--- src/rtl/q2_serial_alu.sv ---
// q2_serial_alu: digit-serial LOAD/NOR/ADD/SHR ALU, LSB digit first, start/done handshake
module q2_serial_alu #(
  parameter int WIDTH = 16,
  parameter int DIGIT = 1
) (
  input  logic             clk,
  input  logic             rst,
  input  logic             start,
  input  logic [1:0]       op,
  input  logic [WIDTH-1:0] a,
  input  logic [WIDTH-1:0] x,
  input  logic             flag_in,
  output logic             busy,
  output logic             done,
  output logic [WIDTH-1:0] result,
  output logic             flag_out
);
  localparam int N = WIDTH / DIGIT;
  localparam int CW = N > 1 ? $clog2(N) : 1;
  localparam logic [CW-1:0] LAST = CW'(N - 1);
  typedef enum logic {IDLE, BUSY} state_t;
  state_t state, state_n;
  logic [CW-1:0] cnt;
  logic [1:0] wop;
  logic [WIDTH-1:0] wa, wr;
  logic [WIDTH:0] wx;
  logic run, run_n, last;
  logic [DIGIT:0] sum;
  logic [DIGIT-1:0] dig;
  logic [WIDTH+DIGIT-1:0] cat;
  generate
    if (WIDTH < 2 || WIDTH % DIGIT != 0) begin : g_bad_params
      $error("q2_serial_alu: WIDTH must be >= 2 and a multiple of DIGIT");
    end
  endgenerate
  assign busy = state == BUSY;
  // state register
  always_ff @(posedge clk or posedge rst)
    if (rst) state <= IDLE;
    else state <= state_n;
  // next state and per-digit datapath; wx carries flag_in above x so SHR's top bit rotates in naturally
  always_comb begin
    last = cnt == LAST;
    sum = {1'b0, wa[DIGIT-1:0]} + {1'b0, wx[DIGIT-1:0]} + {{DIGIT{1'b0}}, run};
    dig = wop == 2'b00 ? wx[DIGIT-1:0] :
          wop == 2'b01 ? ~(wa[DIGIT-1:0] | wx[DIGIT-1:0]) :
          wop == 2'b10 ? sum[DIGIT-1:0] : wx[DIGIT:1];
    run_n = wop[1] ? (wop[0] ? (cnt == '0 ? wx[0] : run) : sum[DIGIT]) : run & ~|dig;
    cat = {dig, wr};
    state_n = state == IDLE ? (start ? BUSY : IDLE) : (last ? IDLE : BUSY);
  end
  // working registers, counter and the architecturally visible result/flag
  always_ff @(posedge clk or posedge rst)
    if (rst) begin
      cnt <= '0;
      wop <= 2'b00;
      wa <= '0;
      wx <= '0;
      wr <= '0;
      run <= 1'b0;
      done <= 1'b0;
      result <= '0;
      flag_out <= 1'b0;
    end else begin
      done <= 1'b0;
      if (state == IDLE && start) begin
        wa <= a;
        wx <= {flag_in, x};
        wop <= op;
        run <= flag_in;
        cnt <= '0;
      end else if (state == BUSY) begin
        wa <= wa >> DIGIT;
        wx <= wx >> DIGIT;
        wr <= cat[WIDTH+DIGIT-1:DIGIT];
        run <= run_n;
        cnt <= cnt + 1'b1;
        if (last) begin
          result <= cat[WIDTH+DIGIT-1:DIGIT];
          flag_out <= run_n;
          done <= 1'b1;
        end
      end
    end
endmodule

--- config.mk ---
export PLATFORM = sky130hd
export DESIGN_NAME = q2_serial_alu
export DESIGN_NICKNAME = d
export VERILOG_FILES = /design/src/rtl/q2_serial_alu.sv
export SDC_FILE = /design/constraint.sdc
export NUM_CORES = 1
export LEC_CHECK = 0
export CAP_MARGIN = 25
export CORE_MARGIN = 10
export CORE_UTILIZATION = 37
export DETAILED_ROUTE_END_ITERATION = 10
export PLACE_DENSITY = 0.61
export SYNTH_ARGS = -nofsm -noshare
export SYNTH_HDL_FRONTEND = slang
export SYNTH_SLANG_ARGS = --single-unit
--- constraint.sdc ---
create_clock -name clk -period 2.2 [get_ports clk]
set_input_delay 0.44 -clock clk [delete_from_list [all_inputs] [get_ports clk]]
set_output_delay 0.44 -clock clk [all_outputs]
set_load 0.05 [all_outputs]
==> impl_metrics.csv, run 1 <==
group,metric,value,unit
run_status,outcome,"finished clean",
place,dpl_cell_area,3870,um^2
pwr,peakVddDrop,0.766,mV
sta,timing.fmax,0.509,GHz
grt,grt_pass1_vias,2182,
sta,clock_skew,0.0188,ns
synthesis,synth_seq_area_share,57.6,%
job,cap_violations,0,
setup_path,critPathMaxFanout,2,
sta,period_minus_slack,1.96,ns
cells_and_area,drive_gt1_share,12.5,%
place,dp_hpwl,4320,um
synthesis,syn_inst,289,
setup_path,cp_cell_sequence,"clkdlybuf4s50_1",
sta,final.setup.worst_slack,0.237,ns
floorplanning,rows,33,
grt,track_usage,10.6,%
clock_tree,clk_pin_slew,0.08,ns
clock_tree,cts_tree,"yes",
pwr,leakage,1.88,nW
route,vias,2126,
sta,fin_crit_sh,89.2,%
synthesis,synth_cell_types,28,
clock_tree,post_cts.repair.setup_buffers,0,
route,wl_met3,426,um
worst_hold_path,hp-class,"input port to flip-flop",
sta,rsz0062_at_grt,"false",
synthesis,yosys_warnings,0,
route,highest_layer,"met4",
floorplanning,dieArea,12800,um^2
setup_path,critPathArrivalTime,1.52,ns
floorplanning,start_util,38.6,%
route,wl,6430,um
place,port_buffers,56,
setup_path,crit_type,"flip-flop to output pin",
route,dr.pass1.iters,4,
sta,hold_viol_final,0,
floorplanning,die_h,113,um
cells_and_area,seq_area,1850,um^2
setup_path,cpLargestDelayFamily,"buffers and inverters",
setup_path,crit_slowest_cell,"clkdlybuf4s50_1",
clock_tree,holdBufCountCts,0,
sta,worstMarginPinSlew,0.541,ns
cells_and_area,n_antenna_cell,0,
synthesis,syn_area,3220,um^2
cells_and_area,num-fill-cells,766,
grt,grt_max_degree,75,
floorplanning,io-pin-count,57,
synthesis,avgSynthCellArea,11.1,um^2
pwr,power,5.18,mW
pwr,intPower,3.16,mW
place,gp_routability_congestion,0.692,
sta,setup_tns,0,ns
clock_tree,cts_resized,0,
synthesis,syn-num-nets,330,
pwr,power_density,1280,nW/um^2
pwr,p_seq_share,44.7,%
grt,grt_overflow,0,
pwr,combPwrFrac,37.8,%
clock_tree,cts_root_buf,"clkbuf_8",
grt,grt_pass1_wl,11100,um
route,wl_met1,3080,um
route,drtIter0Drc,85,
setup_path,cp-end-kind,"output pin",
floorplanning,core_area,8340,um^2
worst_hold_path,hp-start,"start",
route,wl_per_cell,14.1,um
setup_path,crit_start,"flag_out",
clock_tree,clk_latency,0.34,ns
sta,timing.hold.ws,0.367,ns
cells_and_area,nets,388,
grt,antenna_found_initial,0,
cells_and_area,utilization,48.4,%
place,post-place-ws,0.597,ns
setup_path,timing.critical_path.buf_inv,1,
route,wl_met2,2850,um
place,dp_cells,441,
cells_and_area,fin_area,4040,um^2
clock_tree,htreeDepth,3,
floorplanning,fp.dieW,113,um
setup_path,slowest_delay,0.83,ns
sta,relSlewSlack,63.9,%
pwr,pwr-share-clk,17.5,%
pwr,swShare,39.0,%
route,drtAntennaViolNets,0,
route,drc,0,
pwr,p_switching,2.02,mW
cells_and_area,area_growth,25.5,%
cells_and_area,multi_input_area,1230,um^2
sta,setup_violations,0,
cells_and_area,final_cells,457,
sta,slew_violations,0,
setup_path,r2r-start,"busy",
clock_tree,clock_sinks,74,
route,via_per_inst,4.65,
clock_tree,cts_made_buffers,9,
synthesis,ys_ff_latch,74,
setup_path,crit_path_start_kind,"flip-flop",
clock_tree,ctsLongestPathBuffers,2,
setup_path,required,1.76,ns
-- synthesized netlist by cell type --
cell	number	area share [%]
buf_6	4	1.4
a21o_1	1	0.23
buf_4	4	0.93
dfrtp_1	74	58
nor2_1	5	0.58
a21oi_1	1	0.16
nor2b_1	3	0.58
mux2i_1	37	12
nand2_1	79	9.2
a31oi_1	2	0.39
nand4b_1	1	0.27
buf_2	5	0.78
a211oi_1	1	0.23
nand4_4	1	0.66
nand4_1	1	0.19
clkbuf_1	3	0.35
inv_2	1	0.12
inv_1	4	0.47
or3b_1	1	0.27
nand3_1	1	0.16
ha_1	2	0.78
o31ai_1	1	0.23
mux2_2	17	6.0
o21ai_1	1	0.16
o21ai_0	36	5.6
fa_1	1	0.62
nand2b_1	1	0.19
nor3b_2	1	0.39
-- power groups by stage --
stage	combinational, mW	clock (mW)	sequential [mW]
finish	1.96	0.904	2.32
global route	2.17	1.02	2.41
CTS	2.00	0.941	2.33
detailed placement	1.99	0	2.35
global placement	1.96	0	2.33
floorplan	0.977	0	2.74
-- cells in the final DEF (no fill, tap or decap) --
cell type / synthesis / layout
a21oi_1: 1 / 1
o21ai_0: 36 / 36
dfrtp_1: 74 / 73
nor2b_1: 3 / 3
o21ai_1: 1 / 1
nor3b_2: 1 / 1
clkdlybuf4s50_1: 0 / 54
ha_1: 2 / 2
a211oi_1: 1 / 1
mux2_2: 17 / 17
buf_4: 4 / 6
fa_1: 1 / 1
nand3_1: 1 / 1
nand2b_1: 1 / 1
a21o_1: 1 / 1
buf_12: 0 / 2
inv_1: 4 / 3
buf_2: 5 / 1
clkbuf_8: 0 / 9
clkbuf_1: 3 / 3
nand4b_1: 1 / 1
clkinv_4: 0 / 1
clkinv_2: 0 / 1
nand4_4: 1 / 1
a31oi_1: 2 / 2
mux2i_1: 37 / 37
nor2_1: 5 / 5
or3b_1: 1 / 1
nand4_1: 1 / 1
inv_2: 1 / 1
nand2_1: 79 / 79
o31ai_1: 1 / 1
clkinvlp_4: 0 / 3
dfrtp_2: 0 / 1
-- registers in the layout, indices dropped and copies added, names as in the netlist, 2 cells and up --
name    cells
wx         17
result     16
wa         16
wr         15
cnt         4
wop         2
-- final timing paths --
| check | to | slack, ns | cells past startpoint |
|---|---|---|---|
| max in group asynchronous | busy | 1.32 | 3 |
| min in group asynchronous | result[14] | 0.55 | 3 |
| max reg2reg | wr[3] | 0.69 | 2 |
| min | cnt[1] | 0.37 | 2 |
| min reg2reg | result[2] | 0.47 | 2 |
| max | flag_out | 0.24 | 1 |
-- logic make-up (layout without fill, tap and decap cells) --
group | count (synthesis) | count (layout) | share of synthesized area [%]
mux | 54 | 54 | 17.5
flops | 74 | 74 | 57.6
compound gates | 43 | 43 | 7.00
fa+ha+maj | 3 | 3 | 1.40
simple gates | 94 | 94 | 12.5
buf+inv | 21 | 84 | 4.04
-- final cells by class --
| class | instances | area share, % |
|---|---|---|
| inverters | 5 | 0.558 |
| clock inverters | 4 | 0.713 |
| repair buffers | 63 | 15.6 |
| flip-flops and latches | 74 | 45.9 |
| multi-input cells | 194 | 30.6 |
| clock buffers | 12 | 3.35 |
| well taps | 105 | 3.25 |
-- routing by layer --
metal	track usage, %	vias to the layer above
met2	15.6	37
met1	13.3	994
met3	4.49	5
li1	-	1090
met5	0	-
met4	4.57	0
No activity file was read; power rests on OpenSTA's default activity.
==> run 2: changes to the inputs <==
CORE_ASPECT_RATIO = 2   (was default)
clock period = 1.64 ns   (was 2.2 ns; I/O delays follow)
==> run 2 against run 1 <==
Power is 58% higher. Die area is 1.8% higher. Combinational power is 37% higher. Global-route usage is 0.62 points higher. Setup slack worse by 0.023 ns. First-iteration DRC count is 15% higher. Flip-flop and latch count stayed put. Non-clock buffer count is 4 higher. Clock-buffer cell count is 1 lower.
==> impl_metrics.csv, run 2 (synthesis gave the netlist of run 1 again) <==
group,metric,value,unit
run_status,outcome,"finished clean",
setup_path,worstRegToRegCells,5,
cells_and_area,layout_commonest_cell,"nand2_1",
clock_tree,htreeDepth,3,
setup_path,r2r_slack,0.22,ns
grt,antenna_found_initial,0,
cells_and_area,n_antenna_cell,0,
floorplanning,io-pin-count,57,
pwr,swShare,34.6,%
place,port_buffers,56,
cells_and_area,nets,392,
clock_tree,cts_root_buf,"clkbuf_16",
floorplanning,rows,48,
floorplanning,start_util,37.5,%
sta,hold_viol_final,0,
floorplanning,fp.dieW,85.9,um
route,drtAntennaViolNets,0,
cells_and_area,final_cells,456,
clock_tree,post_cts.repair.setup_buffers,0,
grt,grt_max_degree,56,
grt,grt_pass1_vias,2423,
cells_and_area,layout_common_cells,"nand2_1, dfrtp_1, mux2i_1, o21ai_0, clkdlybuf4s50_1",
cells_and_area,seq_area,1850,um^2
pwr,p_seq_share,37.9,%
pwr,leakage,2.03,nW
pwr,intPower,5.35,mW
route,wl,6830,um
floorplanning,die_h,152,um
sta,relSlewSlack,70.8,%
sta,period_minus_slack,1.43,ns
pwr,pwr-share-clk,29.4,%
route,drtIter0Drc,98,
clock_tree,clk_pin_slew,0.06,ns
pwr,peakVddDrop,1.25,mV
place,dp_cells,437,
clock_tree,clk_latency,0.33,ns
setup_path,critPathArrivalTime,1.10,ns
clock_tree,holdBufCountCts,0,
cells_and_area,num-fill-cells,805,
cells_and_area,largest_reg_flops,17,
cells_and_area,fin_area,4240,um^2
pwr,power_density,1930,nW/um^2
sta,worstMarginPinSlew,0.438,ns
setup_path,crit_start,"busy",
pwr,combPwrFrac,32.7,%
place,gp_routability_congestion,0.747,
route,vias,2194,
clock_tree,clock_sinks,74,
floorplanning,dieArea,13000,um^2
cells_and_area,multi_input_area,1230,um^2
job,cap_violations,0,
setup_path,crit-reg2reg-capture,"result[15]",
sta,setup_violations,0,
setup_path,r2r-start,"wx[0]",
place,dp_hpwl,4990,um
sta,rsz0062_at_grt,"false",
place,dpl_cell_area,3850,um^2
clock_tree,cts_tree,"yes",
cells_and_area,area_growth,31.9,%
sta,fin_crit_sh,87.0,%
grt,track_usage,11.2,%
cells_and_area,drive_gt1_share,19.1,%
cells_and_area,utilization,49.4,%
grt,grt_pass1_wl,11700,um
route,via_per_inst,4.81,
route,drc,0,
setup_path,crit_path_start_kind,"flip-flop",
route,dr.pass1.iters,4,
route,wl_per_cell,15.0,um
grt,grt_overflow,0,
sta,setup_tns,0,ns
floorplanning,core_area,8590,um^2
setup_path,required,1.31,ns
worst_hold_path,hp-class,"input port to asynchronous set/reset pin",
cells_and_area,top_register,"wx",
sta,clock_skew,0.00639,ns
clock_tree,ctsLongestPathBuffers,2,
cells_and_area,top_regs,"wx x17, result x16, wa x16",
sta,slew_violations,0,
setup_path,cp-endpoint,"busy",
pwr,p_switching,2.83,mW
setup_path,crit_type,"flip-flop to output pin",
setup_path,cp-end-kind,"output pin",
setup_path,critPathMaxFanout,10,
sta,timing.fmax,0.701,GHz
clock_tree,cts_made_buffers,9,
clock_tree,cts_resized,0,
run 2: cell types whose count changed in the layout (fill, tap and decap cells not counted):
cell             change
clkbuf_1             -2
clkinvlp_4           -2
buf_4               +20
clkbuf_8             -8
bufinv_16            +4
clkdlybuf4s50_1     -18
buf_12               +2
clkinv_4             -1
clkbuf_16            +9
run 2: per-layer routing:
metal	vias up	part of all wire (%)	GRT usage, %
met4	0	2.8	8.04
li1	1096	-	-
met5	-	0	0
met2	37	54	18.7
met3	11	4.3	2.09
met1	1050	39	12.2
run 2: how the worst min path moves through the flow:
stage	start	to	slack (ns)	cells past startpoint
after detailed placement	wx[15]	wx[14]	0.46	2
final	rst	wop[0]	0.30	2
after floorplan	wr[1]	result[0]	0.43	2
after global placement	wx[15]	wx[14]	0.46	2
after global routing	rst	wop[0]	0.33	2
after CTS	rst	wop[0]	0.30	2
run 2: final cells by class:
| cell class | count | area share [%] |
|---|---|---|
| well taps | 100 | 2.95 |
| clock inverters | 5 | 2.95 |
| inverters | 5 | 0.531 |
| flip-flops and latches | 74 | 43.7 |
| multi-input cells | 194 | 29.1 |
| clock buffers | 11 | 5.72 |
| repair buffers | 67 | 15.1 |
run 2: critical path: stages (launching register included):
cell     delay [ns]
dfrtp_2        0.42
buf_4          0.19
buf_12         0.16
run 2: power by group through the flow:
stage	Sequential [mW]	Combinational (mW)	Clock [mW]
global route	3.22	2.98	2.55
finish	3.10	2.68	2.40
CTS	3.14	2.68	2.46
floorplan	3.68	1.31	0
global placement	3.14	2.62	0
detailed placement	3.18	2.66	0
run 2: through the flow:
step,setup WS (ns),hold slack [ns],total power [mW]
floorplan,0.112,0.434,4.99
global placement,0.253,0.458,5.76
detailed placement,0.211,0.463,5.84
CTS,0.0287,0.300,8.29
global route,0.0724,0.333,8.75
finish,0.214,0.304,8.18
